<file path="config.mk">
export PLATFORM = sky130hd
export DESIGN_NAME = cla_adder_reg_flat
export DESIGN_NICKNAME = d
export VERILOG_FILES = /design/src/rtl/cla_adder_reg_if.sv /design/src/rtl/cla_adder_reg.sv /design/src/flat_wrapper.sv
export SDC_FILE = /design/constraint.sdc
export NUM_CORES = 1
export LEC_CHECK = 0
export BUFFER_PORTS_ARGS = -buffer_cell sky130_fd_sc_hd__buf_2
export CAP_MARGIN = 20
export CORE_MARGIN = 8
export CORE_UTILIZATION = 55
export CTS_BUF_LIST = sky130_fd_sc_hd__clkbuf_4 sky130_fd_sc_hd__clkbuf_8
export DETAILED_ROUTE_END_ITERATION = 8
export GPL_TIMING_DRIVEN = 1
export PLACE_DENSITY = 0.89
export SLEW_MARGIN = 20
export SYNTH_ARGS = -nofsm -noshare
export SYNTH_HDL_FRONTEND = slang
export SYNTH_SLANG_ARGS = --single-unit
</file>
<file path="constraint.sdc">
create_clock -name clk -period 1.6 [get_ports clk]
set_input_delay 0.16 -clock clk [delete_from_list [all_inputs] [get_ports clk]]
set_output_delay 0.16 -clock clk [all_outputs]
set_load 0.02 [all_outputs]
</file>
<file path="src/rtl/cla_adder_reg_if.sv">
// Bundles the operand side and the registered result side of cla_adder_reg.
// The master drives operands and observes results; the adder core is the slave.
interface cla_adder_reg_if #(
    parameter int WIDTH = 4
);
    logic             in_valid;
    logic [WIDTH-1:0] a;
    logic [WIDTH-1:0] b;
    logic             cin;
    logic [WIDTH-1:0] sum;
    logic             cout;
    logic [WIDTH-1:0] p;
    logic [WIDTH-1:0] g;
    logic             gp;
    logic             gg;
    logic             out_valid;

    modport master (
        output in_valid, a, b, cin,
        input  sum, cout, p, g, gp, gg, out_valid
    );

    modport slave (
        input  in_valid, a, b, cin,
        output sum, cout, p, g, gp, gg, out_valid
    );
endinterface

</file>
<file path="src/rtl/cla_adder_reg.sv">
// Registered two-level carry-lookahead adder built from 4-bit groups.
// Exposes per-bit and whole-word propagate/generate so a parent unit can cascade it.
module cla_adder_reg #(
    parameter int WIDTH = 4
) (
    input logic           clk,
    input logic           rst,
    cla_adder_reg_if.slave bus
);
    localparam int NG = WIDTH / 4;

    logic [WIDTH-1:0] pw;
    logic [WIDTH-1:0] gw;
    logic [WIDTH-1:0] sw;
    logic [WIDTH:0]   c;
    logic [NG-1:0]    grp_p;
    logic [NG-1:0]    grp_g;
    logic [NG:0]      gc;
    logic             word_gp;
    logic             word_gg;

    always_comb begin
        pw = bus.a ^ bus.b;
        gw = bus.a & bus.b;
    end

    // Group terms: walking down from bit 3, 'run' is the product of the p bits above.
    always_comb begin
        logic acc;
        logic run;
        acc   = 1'b0;
        run   = 1'b0;
        grp_p = '0;
        grp_g = '0;
        for (int k = 0; k < NG; k++) begin
            acc = 1'b0;
            run = 1'b1;
            for (int j = 3; j >= 0; j--) begin
                acc = acc | (gw[4*k+j] & run);
                run = run & pw[4*k+j];
            end
            grp_g[k] = acc;
            grp_p[k] = run;
        end
    end

    // Second level: every group carry is a flat sum of products over lower groups.
    always_comb begin
        logic acc;
        logic run;
        acc     = 1'b0;
        run     = 1'b0;
        gc      = '0;
        gc[0]   = bus.cin;
        word_gg = 1'b0;
        word_gp = &grp_p;
        for (int k = 0; k < NG; k++) begin
            acc = 1'b0;
            run = 1'b1;
            for (int j = k; j >= 0; j--) begin
                acc = acc | (grp_g[j] & run);
                run = run & grp_p[j];
            end
            gc[k+1] = acc | (run & bus.cin);
            if (k == NG - 1) begin
                word_gg = acc;
            end
        end
    end

    // Bit carries inside each group, expanded from that group's incoming carry.
    always_comb begin
        logic acc;
        logic run;
        acc = 1'b0;
        run = 1'b0;
        c   = '0;
        for (int k = 0; k < NG; k++) begin
            for (int i = 0; i < 4; i++) begin
                acc = 1'b0;
                run = 1'b1;
                for (int j = i - 1; j >= 0; j--) begin
                    acc = acc | (gw[4*k+j] & run);
                    run = run & pw[4*k+j];
                end
                c[4*k+i] = acc | (run & gc[k]);
            end
        end
        c[WIDTH] = gc[NG];
        sw       = pw ^ c[WIDTH-1:0];
    end

    // Results load only on valid input; out_valid tracks in_valid every cycle.
    always_ff @(posedge clk or posedge rst) begin
        if (rst) begin
            bus.sum       <= '0;
            bus.cout      <= 1'b0;
            bus.p         <= '0;
            bus.g         <= '0;
            bus.gp        <= 1'b0;
            bus.gg        <= 1'b0;
            bus.out_valid <= 1'b0;
        end else begin
            bus.out_valid <= bus.in_valid;
            if (bus.in_valid) begin
                bus.sum  <= sw;
                bus.cout <= c[WIDTH];
                bus.p    <= pw;
                bus.g    <= gw;
                bus.gp   <= word_gp;
                bus.gg   <= word_gg;
            end
        end
    end
endmodule

</file>
<file path="src/flat_wrapper.sv">
// flat-port wrapper written by rule: the top's interface ports become plain ports
module cla_adder_reg_flat 
#(
    parameter int WIDTH = 4
)
  (clk, rst, bus_in_valid, bus_a, bus_b, bus_cin, bus_sum, bus_cout, bus_p, bus_g, bus_gp, bus_gg, bus_out_valid);
  cla_adder_reg_if #(.WIDTH(WIDTH)) bus_i ();
  input logic clk;
  input logic rst;
  input wire logic [$bits(bus_i.in_valid)-1:0] bus_in_valid;
  input wire logic [$bits(bus_i.a)-1:0] bus_a;
  input wire logic [$bits(bus_i.b)-1:0] bus_b;
  input wire logic [$bits(bus_i.cin)-1:0] bus_cin;
  output wire logic [$bits(bus_i.sum)-1:0] bus_sum;
  output wire logic [$bits(bus_i.cout)-1:0] bus_cout;
  output wire logic [$bits(bus_i.p)-1:0] bus_p;
  output wire logic [$bits(bus_i.g)-1:0] bus_g;
  output wire logic [$bits(bus_i.gp)-1:0] bus_gp;
  output wire logic [$bits(bus_i.gg)-1:0] bus_gg;
  output wire logic [$bits(bus_i.out_valid)-1:0] bus_out_valid;
  assign bus_i.in_valid = bus_in_valid;
  assign bus_i.a = bus_a;
  assign bus_i.b = bus_b;
  assign bus_i.cin = bus_cin;
  assign bus_sum = bus_i.sum;
  assign bus_cout = bus_i.cout;
  assign bus_p = bus_i.p;
  assign bus_g = bus_i.g;
  assign bus_gp = bus_i.gp;
  assign bus_gg = bus_i.gg;
  assign bus_out_valid = bus_i.out_valid;
  cla_adder_reg #(.WIDTH(WIDTH)) u_core (.clk(clk), .rst(rst), .bus(bus_i));
endmodule
</file>
==> metrics.txt <==
status finished clean; Total GRT Usage 12.5%; largest net degree at the start of global routing 25; flop and latch count out of synthesis 16; TritonCTS Buffers 3; clock share of power 21.9%; vias in the first global route 629; post_cts resized 0; H-tree depth 1; Hold WS 0.162 ns; final period utilization 67.8%; Slew HR 60.8%; CTS tree done; warnings from Yosys 0; post-route minimum period 1.08 ns; Clk Latency, worst-skew pair 0.29 ns; setup repair after global routing missed its margin false; FF/Latch Area 400 um^2; crit-path max FO 8; Seq/Total Area, Yosys 48.3%; core area 0.00145 mm^2; cell taking the most area after synthesis dfrtp_1; most common cell in the netlist dfrtp_1; CTS max path bufs 2; setup violators final 0; total setup buffers inserted after CTS 0; Max Fclk 922 MHz; Worst EP required 1.76 ns; Synth Instances 73; Logic pwr share 28.9%; DIE HEIGHT 54.8 um; post-route ant nets 0; clk slew on worst S/H paths 0.09 ns; Buffers on Ports 27; DRC errors left 0; Placer Congestion 0.827; layout cell share with drive strength beyond 1 38.6%; std cell rows 14; first-pass GRT wire length 2660 um; kind of critical path in2reg; dpl hpwl 1290 um; initial antenna violation count 0; P_int 657 uW; Clock Skew 0 ns; Wirelength per Cell 14.4 um; Slew @ Worst Pin 0.587 ns; TritonCTS Sinks 16; Synth area leaders dfrtp_1 (48%), mux2_2 (11%), ha_1 (9.1%); Post-synth EDFFs 0; Hold Buf Count CTS 1; Leak Pwr 0.000518 uW; Async SR Flop Fraction 100%; crit path to u_core.bus.cout; startpoint types input pin; DRT iter0 DRCs 10; syn_nets 92; Syn Std Cell Area 828 um^2; Multi-input gate area 378 um^2; sequential group share of total power 49.2%; CTS root buffer clkbuf_4; DR vias 620; Vias/cell 5.30; die area 0.00300 mm^2; die width 54.8 um; I/O pin count 28; max_cap viols 0; RR Startpoint u_core.bus.sum[2]; FILL cells 110; fin. max-slew vios 0; crit path DAT 1.24 ns; FF-to-FF setup slack 0.75 ns; post-route setup TNS 0 ns; Max VDD drop 515 uV; Commonest cells post-synth dfrtp_1 (16), mux2_2 (8), inv_1 (7); synthesis-to-finish area growth 19.8%; fin nets 122; synthesized area per cell 11.3 um^2; total wire length 1690 um; Power Dens Cells 980 mW/mm^2; Hold Fails Final Rpt 0; Register-to-Register Path Depth 3; DRT Pass-1 Iters 4; GRT overflow 0; reg2reg end u_core.bus.sum[2]; area share of the largest cell type after synthesis 48.3%; Yosys cell types 25; n_diodes 0; Initial Util 57.0%; NetSw 315 uW; Primary FF master, synth dfrtp_1; Worst Hold Class in2reg; crit end category flip-flop; Net Sw Frac 32.4%; Setup crit start bus_b[1]
-- power groups by stage --
stage          sequential [uW]  combinational (uW)  clock (uW)
2_1_floorplan              553                 123           0
3_3_place_gp               484                 277           0
3_5_place_dp               487                 282           0
4_1_cts                    479                 285         216
5_1_grt                    486                 306         230
6_report                   479                 281         213
-- layer usage --
layer	part of all wire [%]	global-route usage, %	vias to the layer above	wire, um
met5	0	0	-	0
met4	3.7	11.5	0	62
met3	5.3	2.45	4	90
met2	47	18.7	19	786
met1	44	14.5	280	748
li1	-	-	317	-
-- registers in the layout (all words and copies together) (netlist names) --
signal and cells:
u_core.bus.cout 1, u_core.bus.g 4, u_core.bus.gp 1, u_core.bus.sum 4, u_core.bus.out_valid 1, u_core.bus.gg 1, u_core.bus.p 4
-- placed cells by master (no fill, tap or decap) --
cell           count
a211o_1            2
a21o_1             1
a21oi_1            5
a31oi_1            1
and4_1             1
buf_2             27
clkbuf_4           3
dfrtp_1           16
dlygate4sd3_1      1
fa_1               1
ha_1               6
inv_1              7
mux2_2             8
nand2_1            3
nand2b_1           2
nand3_1            3
nand4_1            1
nor2_1             3
nor2b_1            3
o2111ai_1          1
o21a_1             1
o21ai_0            2
o221a_2            1
or3_1              1
xnor2_1            1
-- critical path, stage by stage --
cell and delay [ns]:
buf_2 0.11, ha_1 0.40, a211o_1 0.29, a21oi_1 0.17
a31oi_1 0.11
-- area by class of cell --
cell class / count / area share [%]
Sequential cell: 16 / 40.4
Multi-Input combinational cell: 47 / 38.1
Timing Repair Buffer: 28 / 14.6
Inverter: 7 / 2.65
Clock buffer: 3 / 2.27
Tap cell: 16 / 2.02
-- kinds of logic after synthesis --
group	count (synthesis)	share of synthesized area, %
flip-flops	16	48.3
buffers and inverters	10	6.04
multiplexers	8	10.9
AO/OA/AOI/OAI	14	11.3
adder cells (fa/ha/maj)	7	11.5
XOR/XNOR	1	1.06
AND/OR/NAND/NOR	17	10.9
-- per-stage QoR --
step                      std cells  utilization (%)  setup slack [ns]  instance area [um^2]  power (uW)
after global routing            117             68.2             0.466                   992        1020
after CTS                       117             68.2             0.518                   992         980
after floorplan                  73                -             0.410                   828         676
after global placement          113             66.0             0.250                   960         760
after detailed placement        113             66.0             0.223                   960         769
final                           117             68.2             0.515                   992         972
-- how the worst min path moves through the flow --
stage	from	end	cells after the start	slack [ns]
5_1_grt	bus_cin	u_core.bus.cout	3	0.17
3_3_place_gp	rst	u_core.bus.sum[0]	2	0.24
6_report	bus_cin	u_core.bus.cout	3	0.16
2_1_floorplan	rst	u_core.bus.cout	1	0.07
3_5_place_dp	rst	u_core.bus.sum[0]	2	0.26
4_1_cts	bus_cin	u_core.bus.cout	3	0.16
No activity file was read; power rests on OpenSTA's default activity.
